File: config.mk
export PLATFORM = sky130hd
export DESIGN_NAME = dsp_mac_sequencer
export DESIGN_NICKNAME = d
export VERILOG_FILES = /design/src/rtl/dsp_mac_sequencer.sv
export SDC_FILE = /design/constraint.sdc
export NUM_CORES = 1
export LEC_CHECK = 0
export BUFFER_PORTS_ARGS = -buffer_cell sky130_fd_sc_hd__buf_2
export CORE_AREA = 2 2 115 84
export CTS_BUF_LIST = sky130_fd_sc_hd__clkbuf_8
export CTS_CLUSTER_DIAMETER = 30
export DETAILED_ROUTE_END_ITERATION = 6
export DIE_AREA = 0 0 117 86
export GPL_TIMING_DRIVEN = 0
export PLACE_DENSITY = 0.76
export SKIP_CTS_REPAIR_TIMING = 1
export SYNTH_ARGS = -nofsm -noshare
export SYNTH_HDL_FRONTEND = slang
export SYNTH_SLANG_ARGS = --single-unit
File: constraint.sdc
create_clock -name CLK -period 4.2 [get_ports CLK]
set_input_delay 0.42 -clock CLK [delete_from_list [all_inputs] [get_ports CLK]]
set_output_delay 0.42 -clock CLK [all_outputs]
set_load 0.02 [all_outputs]
File: src/rtl/dsp_mac_sequencer.sv
// Sequencer for one DSP48A1 slice: streams unsigned operand pairs into the
// slice, accumulates them in P, and returns the 48-bit dot product.
module dsp_mac_sequencer #(
  parameter int LEN_W = 8,
  parameter int LAT   = 3
) (
  input  logic             CLK,
  input  logic             RST,
  input  logic             START,
  input  logic [LEN_W-1:0] LEN,
  input  logic             IN_VALID,
  output logic             IN_READY,
  input  logic [17:0]      IN_A,
  input  logic [17:0]      IN_B,
  output logic [17:0]      DSP_A,
  output logic [17:0]      DSP_B,
  output logic [7:0]       DSP_OPMODE,
  output logic             DSP_RSTP,
  input  logic [47:0]      DSP_P,
  output logic             RES_VALID,
  input  logic             RES_READY,
  output logic [47:0]      RES_DATA,
  output logic             BUSY
);

  typedef enum logic [2:0] {
    IDLE,
    CLEAR,
    ISSUE,
    DRAIN,
    DONE
  } state_t;

  state_t           state;
  logic [LEN_W-1:0] len_q;
  logic [LEN_W-1:0] term_cnt;
  logic [7:0]       drain_cnt;
  logic [47:0]      res_data;
  logic             in_ready_q;
  logic             busy_q;
  logic             res_valid_q;
  logic             fire;
  logic             last_term;

  // Operands reach the slice only on a real handshake, so bubbles multiply to 0.
  assign fire       = IN_VALID && in_ready_q && !RST;
  assign last_term  = fire && (term_cnt == len_q - LEN_W'(1));
  assign DSP_A      = fire ? IN_A : 18'd0;
  assign DSP_B      = fire ? IN_B : 18'd0;
  assign DSP_OPMODE = 8'h09;
  assign DSP_RSTP   = RST || (state == CLEAR);

  assign IN_READY  = in_ready_q;
  assign BUSY      = busy_q;
  assign RES_VALID = res_valid_q;
  assign RES_DATA  = res_data;

  always_ff @(posedge CLK) begin
    if (RST) begin
      state       <= IDLE;
      len_q       <= '0;
      term_cnt    <= '0;
      drain_cnt   <= 8'd0;
      res_data    <= 48'd0;
      in_ready_q  <= 1'b0;
      busy_q      <= 1'b0;
      res_valid_q <= 1'b0;
    end else begin
      case (state)
        IDLE: begin
          if (START) begin
            len_q    <= LEN;
            term_cnt <= '0;
            busy_q   <= 1'b1;
            if (LEN == '0) begin
              res_data    <= 48'd0;
              res_valid_q <= 1'b1;
              state       <= DONE;
            end else begin
              state <= CLEAR;
            end
          end
        end
        CLEAR: begin
          in_ready_q <= 1'b1;
          state      <= ISSUE;
        end
        ISSUE: begin
          if (fire) begin
            term_cnt <= term_cnt + LEN_W'(1);
          end
          if (last_term) begin
            in_ready_q <= 1'b0;
            drain_cnt  <= 8'd1;
            state      <= DRAIN;
          end
        end
        // The final term needs LAT cycles through A1/B1, M and P before P is valid.
        DRAIN: begin
          if (drain_cnt == 8'(LAT)) begin
            res_data    <= DSP_P;
            res_valid_q <= 1'b1;
            state       <= DONE;
          end else begin
            drain_cnt <= drain_cnt + 8'd1;
          end
        end
        DONE: begin
          if (RES_READY) begin
            res_valid_q <= 1'b0;
            busy_q      <= 1'b0;
            state       <= IDLE;
          end
        end
        default: state <= IDLE;
      endcase
    end
  end

endmodule

== Word-level counts from Yosys, hierarchy flattened ==
Index checks and enable logic that the tools add are counted.

* Register bits after elaboration: 78
* Bits of input ports: 97
* Output and inout port bits: 96
* Word-level logic and storage cells: 72

* $add $sub $neg: 3
* Equal/unequal tests: 13
* Muxes and demuxes: 27
* Reductions and logical operators: 21

{| class="wikitable"
|+ Operators by type and width
! cell !! number
|-
| $mux W48 || 3
|-
| $pmux W48 S2 || 1
|-
| $mux W18 || 2
|-
| $mux W8 || 4
|-
| $pmux W8 S2 || 2
|-
| $add A8 B1 Y8 const B || 2
|-
| $mux W3 || 5
|-
| $pmux W3 S5 || 1
|-
| $ne A2 B2 Y1 const B || 7
|-
| $reduce_bool A2 Y1 || 5
|-
| $reduce_and A3 Y1 || 3
|-
| $eq A8 B2 Y1 const B || 1
|-
| $eq A8 B8 Y1 || 1
|-
| $logic_not A8 Y1 || 1
|-
| $reduce_and A4 Y1 || 2
|-
| $sub A8 B1 Y8 const B || 1
|-
| $eq A3 B2 Y1 const B || 2
|-
| $mux W1 || 6
|-
| $reduce_and A5 Y1 || 1
|-
| $pmux W1 S2 || 2
|-
| $reduce_and A2 Y1 || 2
|-
| $eq A3 B1 Y1 const B || 1
|-
| $eq A3 B3 Y1 const B || 1
|-
| $logic_and A1 B1 Y1 || 3
|-
| 5 further kinds || 5
|}

== Depth between registers and ports, before layout ==
Gate-level depths: netlist (run 1).

* Depth in word-level cells: 5
* Gate-level depth with buffers: 10
* Mapped depth without buffers: 9

== Worst setup path after synthesis (run 1) ==
Ideal clock, no wire load.

* Kind: flip-flop to flip-flop
* Start point: register len_q[0]
* End point: register drain_cnt[5]
* Library setup time: 0.070 ns
* Arrival time: 2.206 ns
* Data required time: 4.130 ns
* Path slack: 1.924 ns
* Cell stages (with the launch flop): 10
* Path buffers: 0
* Period minus slack after synthesis: 2.276 ns
* Path through: dfxtp_1 -> inv_1 -> ha_1 -> xnor2_1 -> nor2_1 -> o2111ai_1 -> a2111oi_4 -> a21oi_2 -> or4_1 -> a21oi_1

* Cells in the longest elaborated chain, start to end: 5

{| class="wikitable"
|+ Ends and longest elaborated chain
! what !! RTL line !! RTL
|-
| from (decl) || 35 || <nowiki>logic [LEN_W-1:0] len_q;</nowiki>
|-
| from (signal assigned) || 61 || <nowiki>len_q <= '0;</nowiki>
|-
| from (signal assigned) || 72 || <nowiki>len_q <= LEN;</nowiki>
|-
| $sub A8 B1 Y8 || 47 || <nowiki>assign last_term = fire && (term_cnt == len_q - LEN_W'(1));</nowiki>
|-
| $eq A8 B8 Y1 || 47 ||
|-
| $logic_and A1 B1 Y1 || 47 ||
|-
| $ne A2 B2 Y1 (no source line) || -- ||
|-
| $reduce_and A3 Y1 (no source line) || -- ||
|-
| to (signal assigned) || 105 || <nowiki>drain_cnt <= drain_cnt + 8'd1;</nowiki>
|-
| to (decl) || 37 || <nowiki>logic [7:0] drain_cnt;</nowiki>
|}

Every way passes these cells.
A chain may end at the register's enable or synchronous reset.

== Final worst setup path (run 1) ==
* Start point: register state[0]
* End point: register res_data[41] (netlist: RES_DATA[41])

* Cells in the longest elaborated chain, start to end: 3
* Elaborated cells on any way between the ends: 8
* Those cells by class: eq/ne: 4; mux: 1; reduce/logical: 3

{| class="wikitable"
|+ Ends and longest elaborated chain
! what !! RTL line !! RTL
|-
| from (decl) || 34 || <nowiki>state_t state;</nowiki>
|-
| from (signal assigned) || 60 || <nowiki>state <= IDLE;</nowiki>
|-
| from (signal assigned) || 78 || <nowiki>state <= DONE;</nowiki>
|-
| from (signal assigned) || 80 || <nowiki>state <= CLEAR;</nowiki>
|-
| $eq A3 B2 Y1 or $logic_not A3 Y1 (tied branches) || 69 || <nowiki>case (state)</nowiki>
|-
| $ne A2 B2 Y1 (no source line) or $reduce_bool A2 Y1 (tied branches) || -- ||
|-
| $reduce_and A4 Y1 (no source line) || -- ||
|-
| to (signal assigned) || 64 || <nowiki>res_data <= 48'd0;</nowiki>
|-
| to (signal assigned) || 76 || <nowiki>res_data <= 48'd0;</nowiki>
|-
| to (signal assigned) || 101 || <nowiki>res_data <= DSP_P;</nowiki>
|-
| to (decl) || 38 || <nowiki>logic [47:0] res_data;</nowiki>
|}

Parallel ways exist; a longest one is shown, timed or not.

==> results of run 1 <==
## cell usage after synthesis, drive strengths merged, types with 2 or more instances
cell type	count	area [um2]
xor2	8	70.1
nor3	8	40.0
nand3	9	45.0
and2	37	231
a31oi	2	12.5
a211oi	2	15.0
buf	12	83.8
mux2i	2	20.0
nor4	2	12.5
conb	2	7.51
o21ai	7	35.0
dfxtp	78	1560
nand4	5	31.3
a21oi	26	138
nand2	25	93.8
clkbuf	25	93.8
ha	3	37.5
xnor2	6	52.6
nor2	70	263
or4	3	26.3
or3	6	37.5
and3	2	12.5
a22oi	49	368
inv	5	18.8
a21o	2	15.0
nand2b	4	25.0
o31ai	2	15.0
## metal layers
| metal | vias up | part of all wire | global-route usage |
|---|---|---|---|
| met5 | - | 0 | 0 |
| met4 | 0 | 0.0042 | 0.0492 |
| met3 | 4 | 0.072 | 0.0537 |
| met2 | 111 | 0.46 | 0.305 |
| met1 | 1721 | 0.47 | 0.273 |
| li1 | 1837 | - | - |
## worst max-delay path: stages, from the launching register on
cell and delay, ps:
dfxtp_1 310, clkbuf_1 280, inv_1 160, or2_2 360, a21oi_2 290, a2111o_1 250, buf_2 250, buf_1 430
a22oi_1 160, nor2_1 110
## cell type report
cell class                      count  area (um2)  share of cell area
Clock buffer                       10         138              0.0285
Buffer                             37         178              0.0368
Inverter                            5        18.8             0.00389
Multi-Input combinational cell    303        1770               0.368
Tap cell                          124         155              0.0321
Clock inverter                      6        86.3              0.0179
Sequential cell                    78        1560               0.323
Timing Repair Buffer              183         916               0.190
## cell usage in the layout, fill, tap and decap left out, types with 8 or more instances in the layout
master and count:
a21oi_1 24, clkbuf_8 10, nor3_1 8, nand2_1 25
conb_1 8, buf_4 8, dfxtp_1 78, nand3_1 9
clkbuf_1 25, nor2_1 70, a22oi_1 49, xor2_1 8
and2_1 37, buf_2 184
## report_power, final
part           internal, mW  total (mW)  switching, mW
registers             0.819       0.873         0.0539
logic                 0.267       0.738          0.471
clock network         0.349       0.634          0.285
## flip-flops by register name, summed over array words and instances, names as in the netlist
signal     count
IN_READY       1
term_cnt       8
RES_DATA      48
RES_VALID      1
len_q          8
state          3
drain_cnt      8
BUSY           1
## cell families after synthesis
group                    Yosys count  synth area share
XOR/XNOR                          14            0.0349
multiplexers                       3           0.00891
AND/OR/NAND/NOR                  178             0.249
flip-flops                        78             0.445
other                              2           0.00214
buffers and inverters             42            0.0560
adder cells (fa/ha/maj)            3            0.0107
AO/OA/AOI/OAI                     97             0.194
## final timing paths
check / endpoint / slack, ps / cells after the start
setup / recovery: RES_DATA[41] / 1530 / 9
setup reg to reg: RES_DATA[41] / 1530 / 9
hold / removal: RES_DATA[1] / 290 / 3
hold reg to reg: len_q[7] / 490 / 2
==> impl_results.md, run 1 <==
* Critical Path Source: state[0]
* Layout cells sized above 1 at 0.344
* Setup_tns at 0 ps
* Hold Startpoint: DSP_P[1]
* Synthesis-to-layout area growth at 37.5%
* H-tree Lvls at 3
* VDD IR max at about 210 uV
* Pin count of the biggest net entering global routing at 14
* # setup viols final at 0
* RSZ-0062 raised after global routing: false
* Core Region at about 8900 um2
* Initial drt markers at about 230
* RD Place Congestion at 0.810
* Core Util, Final at 0.543
* DR WL/cell at about 13 um
* WHS at 288 ps
* Nets at approximately 720
* DR vias/cell at between 4 and 5
* Total CTS buffers at 9
* Number of synthesized flops with an enable pin at 0
* Final HPWL DP at just under 8000 um
* Root buf cell: clkbuf_8
* Synth Warn # at 0
* Mapped cell area at about 3500 um2
* CTS tree: yes
* Min Clock Period, post-route at ~2700 ps
* Die W at around 120 um
* Async set-reset flop share out of synthesis at 0
* Outcome: completed
* Max-slew violations at 0
* I/O pins at slightly below 200
* Post-route cell area at just under 5000 um2
* Global-route wire length before repair at 15800 um
* Final hold vios at 0
* Worst Setup End Kind: flip-flop
* Vias at 3673
* DRC Markers at 0
* Total GRT Usage at 0.197
* Sequential share of the synthesized area at 0.445
* WS Path Type: flip-flop to flip-flop
* Final WS setup at ~1500 ps
* Slew HR at 0.638
* Antenna violations before repair at 0
* Clock Skew at around 10 ps
* Launching point of the worst reg2reg path: state[0]
* Max Buffers Root-to-Sink at 2
* Hold Crit Class: input port to flip-flop
* Die height at between 80 and 90 um
* Predominant post-synthesis flop cell: dfxtp_1
* PwrDens at ~470 nW/um2
* Syn Inst Count at about 420
* Mean Syn Cell Area at approximately 8.4 um2
* Cell variety after synth at 48
* Worst slack at placement at 1580 ps
* Rows at 29
* Post-DP Area at approximately 4600 um2
* Critical Path RT at around 4500 ps
* # clock sinks at 78
* #FFs+latches synth at 78
* Final non-filler cell total at ~750
* Clk_lat worst skew at ~360 ps
* IO buf count at ~180
* Fill count at 889
* Max_cap viols at 0
* Critical Path Start Type: flip-flop
* Die ar. at roughly 10000 um2
* Worst-path clk slew at 90 ps
* CP Max Fanout at 10
* Vias in the first global route at 3311
* CP Data Arrival Time at approximately 3000 ps
* Routed Antenna Nets at 0
* GR Overflow Total at 0
* Initial DRT Pass Iterations at 6
* Period utilization at 0.635
* Leakage power figure at ~2.2 nW
* Drt total wl at between 10000 and 15000 um
* Total Power Consumption at 2.24 mW
* Diode count at 0
* Placed insts at 730
* Initial Util at 0.395
* Max Clk Rate at 375 MHz
* Worst-Margin Slew at between 500 and 600 ps
Power figures use the tool's default switching activity.
==> run 2: changes to the inputs <==
PLACE_DENSITY = 0.79   (was 0.76)
clock period = 2.25 ns   (was 4.2 ns; I/O delays follow)
==> impl_results.md, run 2 (synthesis gave the netlist of run 1 again) <==
* Worst-Margin Slew at between 500 and 600 ps
* WP buf/inv at 0
* Commonest non-fill, non-tap cells in the layout: buf_2, dfxtp_1, nor2_1
* Root buf cell: clkbuf_8
* CP Data Arrival Time at 2650 ps
* Pin count of the biggest net entering global routing at 12
* Max Clk Rate at 423 MHz
* # clock sinks at between 70 and 80
* Rows at 29
* DR WL/cell at around 14 um
* CP Cell Sequence: or4_4 > o21a_1 > o311ai_2 > a21o_1 > a21oi_4 > or4_4 > a21oi_2
* DRC Markers at 0
* Slew HR at 0.651
* Sw Ratio at 0.373
* RSZ-0062 raised after global routing: true
* # setup viols final at 8
* CP Max Fanout at 5
* Die W at ~120 um
* Min Clock Period, post-route at between 2000 and 2500 ps
* Worst-path clk slew at 70 ps
* Critical Path RT at between 2000 and 3000 ps
* Initial Util at 0.395
* H-tree Lvls at 3
* Core Region at 8890 um2
* Psw at 1.54 mW
* Final HPWL DP at about 7700 um
* Clock Skew at approximately 8.9 ps
* Initial drt markers at roughly 290
* Antenna violations before repair at 0
* Final WS setup at -113 ps
* Comb pwr share at 0.387
* Vias at between 3000 and 4000
* Placed insts at 730
* CP max stage delay at roughly 550 ps
* Most common cell after layout, fill and taps aside: buf_2
* Global-route wire length before repair at around 15000 um
* I/O pins at about 190
* Clk pwr share at 0.210
* Die ar. at around 10000 um2
* Initial DRT Pass Iterations at 5
* Layout cells sized above 1 at 0.426
* Outcome: complete, but fails checks
* Diode count at 0
* Total CTS buffers at 9
* Die height at about 86 um
* Final hold vios at 0
* Clk_lat worst skew at about 350 ps
* IO buf count at roughly 180
* RD Place Congestion at around 0.86
* Max-slew violations at 0
* Max_cap viols at 0
* Max reg flops at between 40 and 50
* Period utilization at 1.05
* PwrDens at roughly 810 nW/um2
* Drt total wl at ~11000 um
* Vias in the first global route at about 3200
* Slowest cell on crit path: or4_4
* Fill count at a little over 800
* Register area at 1580 um2
* Total Power Consumption at ~4.1 mW
* Worst path top cell family by delay: simple AND/OR/NAND/NOR gates
* Critical Path Start Type: flip-flop
* Area of the multi-input gates at ~2000 um2
* DR vias/cell at approximately 4.9
* Worst Setup End Kind: flip-flop
* Leakage power figure at roughly 2.4 nW
* Final non-filler cell total at 756
* Nets at ~730
* Failing checks: negative setup slack
* Flop pwr share at 0.403
* Synthesis-to-layout area growth at 45.5%
* Routed Antenna Nets at 0
* Internal at ~2.6 mW
* CTS tree: yes
* Max Buffers Root-to-Sink at 2
* GR Overflow Total at 0
* Hold Crit Class: input port to flip-flop
* VDD IR max at between 400 and 500 uV
* WHS at between 100 and 150 ps
* WS Path Type: flip-flop to flip-flop
* Crit-path most repeated cell: or4_4
* Worst slack at placement at -453 ps
* Total GRT Usage at 0.191
[run 2: layout make-up]
class / instances / area share
clock inverters: 4 / 0.00343
clock buffers: 10 / 0.0270
inverters: 5 / 0.00368
flip-flops and latches: 78 / 0.310
multi-input cells: 303 / 0.384
plain buffers: 35 / 0.0395
well taps: 124 / 0.0304
repair buffers: 197 / 0.202
[run 2: per-layer routing]
metal	track usage	vias to the layer above	wire length [um]
met5	0	-	0
met4	0.0449	0	58
met3	0.0601	8	640
met2	0.293	120	4990
met1	0.264	1755	4870
li1	-	1854	-
[run 2: path summary, 6_finish.rpt]
path / slack (ps) / from / end / depth (start not counted)
max: -110 / len_q[0] / drain_cnt[5] / 7
min: 110 / DSP_P[28] / RES_DATA[28] / 3
max reg2reg: -110 / len_q[0] / drain_cnt[5] / 7
min reg2reg: 490 / len_q[7] / len_q[7] / 2
[run 2: worst reg2reg max path, delay by kind of cell (launching register included)]
kind | cells | cell delay (ps)
and+or+nand+nor | 2 | 1050
DFF | 1 | 360
AOI/OAI and AO/OA | 5 | 890
[run 2: through the flow]
step | util | TNS (ps) | cell area [um2]
5_1_grt | 0.574 | -3990 | 5100
3_5_place_dp | 0.518 | -10940 | 4600
3_3_place_gp | 0.518 | -8420 | 4600
4_1_cts | 0.535 | -12320 | 4760
2_1_floorplan | - | 0 | 3530
6_report | 0.574 | -543 | 5100
[run 2: power by group through the flow]
stage                     registers (mW)  logic (mW)  clock network [mW]
after detailed placement            1.66        1.37                   0
after floorplan                     1.76       0.843                   0
after CTS                           1.63        1.38               0.900
after global placement              1.65        1.34                   0
after global routing                1.68        1.75               0.963
final                               1.67        1.60               0.867
==> run 3: changes to the inputs <==
TNS_END_PERCENT = 5   (was unset)
==> impl_results.md, run 3 (synthesis gave the netlist of run 1 again) <==
* Outcome: complete, but fails checks
* Failing checks: negative setup slack
* Worst-Margin Slew at between 500 and 600 ps
* Total GRT Usage at 0.191
* Max reg flops at 48
* PwrDens at roughly 800 nW/um2
* DRC Markers at 0
* Leakage power figure at between 2 and 2.5 nW
* Total Power Consumption at between 4 and 5 mW
* Root buf cell: clkbuf_8
* Core Region at roughly 8900 um2
* GR Overflow Total at 0
* Placed insts at 730
* CP Max Fanout at 8
* Psw at between 1.5 and 2 mW
* Hold Crit Class: input port to flip-flop
* Max-slew violations at 0
* Comb pwr share at 0.378
* Drt total wl at 10200 um
* H-tree Lvls at 3
* Die ar. at ~10000 um2
* Met2 wire length at 4710 um
* Most common cell after layout, fill and taps aside: buf_2
* R2R cell count at 9
* Slowest cell on crit path: or4_4
* Diode count at 0
* CP Data Arrival Time at ~2600 ps
* Worst slack at placement at -453 ps
* Worst Setup End Kind: flip-flop
* Routed Antenna Nets at 0
* CP Cell Sequence: or4_4 > o21a_1 > o311ai_2 > a21o_1 > a21oi_4 > buf_6 > buf_4 > o21ai_1 > a21oi_1
* Commonest non-fill, non-tap cells in the layout: buf_2, dfxtp_1, nor2_1
* Rows at 29
* # setup viols final at 7
* Final WS setup at -112 ps
* Layout cells sized above 1 at 0.402
* Reg-to-reg setup timing slack at -110 ps
* Final non-filler cell total at 753
* Critical Path Start Type: flip-flop
* Clk pwr share at 0.213
* Antenna violations before repair at 0
* Sw Ratio at 0.371
* DR WL/cell at 13.6 um
* Clk_lat worst skew at about 340 ps
* Initial DRT Pass Iterations at 5
* Pin count of the biggest net entering global routing at 12
* Global-route wire length before repair at roughly 15000 um
* WL met3 at approximately 630 um
* Initial Util at 0.395
* WS Path Type: flip-flop to flip-flop
* VDD IR max at 443 uV
* Die W at ~120 um
* CP max stage delay at 550 ps
* DR vias/cell at around 4.9
* Clock Skew at 7.72 ps
* Internal at ~2.6 mW
* IO buf count at around 180
* RSZ-0062 raised after global routing: true
* Period utilization at 1.05
* Hold Path Depth at 3
* Nets at between 700 and 800
* Final HPWL DP at approximately 7700 um
* Critical Path RT at roughly 2500 ps
* Worst R2R End: drain_cnt[3]
* Final hold vios at 0
* WP depth at 9
* Synthesis-to-layout area growth at 42.4%
* Worst-path clk slew at 70 ps
* Flop pwr share at 0.409
* Slew HR at 0.661
* Max Clk Rate at roughly 420 MHz
* Hold Startpoint: DSP_P[6]
* Hold Path Sink: RES_DATA[6]
* Die height at roughly 86 um
* Initial drt markers at about 280
* Max Buffers Root-to-Sink at 2
* I/O pins at a little under 200
* CTS tree: yes
* # clock sinks at 78
* WP buf/inv at 2
* Top routing layer in use: met4
* M1 WL at between 4000 and 5000 um
* Vias at between 3000 and 4000
* Launching point of the worst reg2reg path: len_q[0]
* Min Clock Period, post-route at around 2400 ps
* Worst path top cell family by delay: compound AO/OA/AOI/OAI gates
* Vias in the first global route at roughly 3200
* RD Place Congestion at 0.858
* Max_cap viols at 0
* Total CTS buffers at 9
==> run 3: changes by cell type in the layout (fill, tap and decap cells not counted), sizes merged <==
cell / delta
buf: -5
clkbuf: +2
==> run 3: through the flow <==
stage / utilization / setup TNS, ps / hold slack (ps) / cell area [um2]
finish: 0.562 / -455 / 115 / 5000
global route: 0.562 / -4480 / 98.9 / 5000
CTS: 0.535 / -12320 / 97.2 / 4760
detailed placement: 0.518 / -10940 / 469 / 4600
global placement: 0.518 / -8420 / 461 / 4600
floorplan: - / 0 / 361 / 3530
==> run 3: cell type report <==
class / count / area [um2]
Clock buffer: 10 / 138
Fill cell: 843 / 3890
Multi-Input combinational cell: 303 / 1890
Buffer: 35 / 196
Inverter: 5 / 18.8
Clock inverter: 4 / 17.5
Sequential cell: 78 / 1580
Tap cell: 124 / 155
Timing Repair Buffer: 194 / 998
==> run 3: power groups by stage <==
stage                     registers, mW  logic, mW  clock network [mW]
after detailed placement           1.66       1.37                   0
after global placement             1.65       1.34                   0
after floorplan                    1.76      0.843                   0
final                              1.66       1.54               0.867
after global routing               1.68       1.69               0.962
after CTS                          1.63       1.38               0.900
==> run 3: worst max-delay path by stage <==
| stage | startpoint | to |
|---|---|---|
| floorplan | len_q[3] | drain_cnt[7] |
| global placement | state[0] | RES_DATA[40] |
| detailed placement | state[0] | RES_DATA[45] |
| CTS | state[0] | RES_DATA[45] |
| global route | len_q[4] | drain_cnt[3] |
| finish | len_q[0] | drain_cnt[3] |
==> run 3: layer usage <==
metal | up-vias | track usage
met3 | 6 | 0.0601
met4 | 0 | 0.0449
li1 | 1846 | -
met2 | 127 | 0.293
met5 | - | 0
met1 | 1717 | 0.264
==> run 3: tightest hold or removal path, delay by kind of cell <==
family | cells | cell delay [ps]
compound gates | 1 | 50
simple gates | 1 | 70
buf+inv | 1 | 80
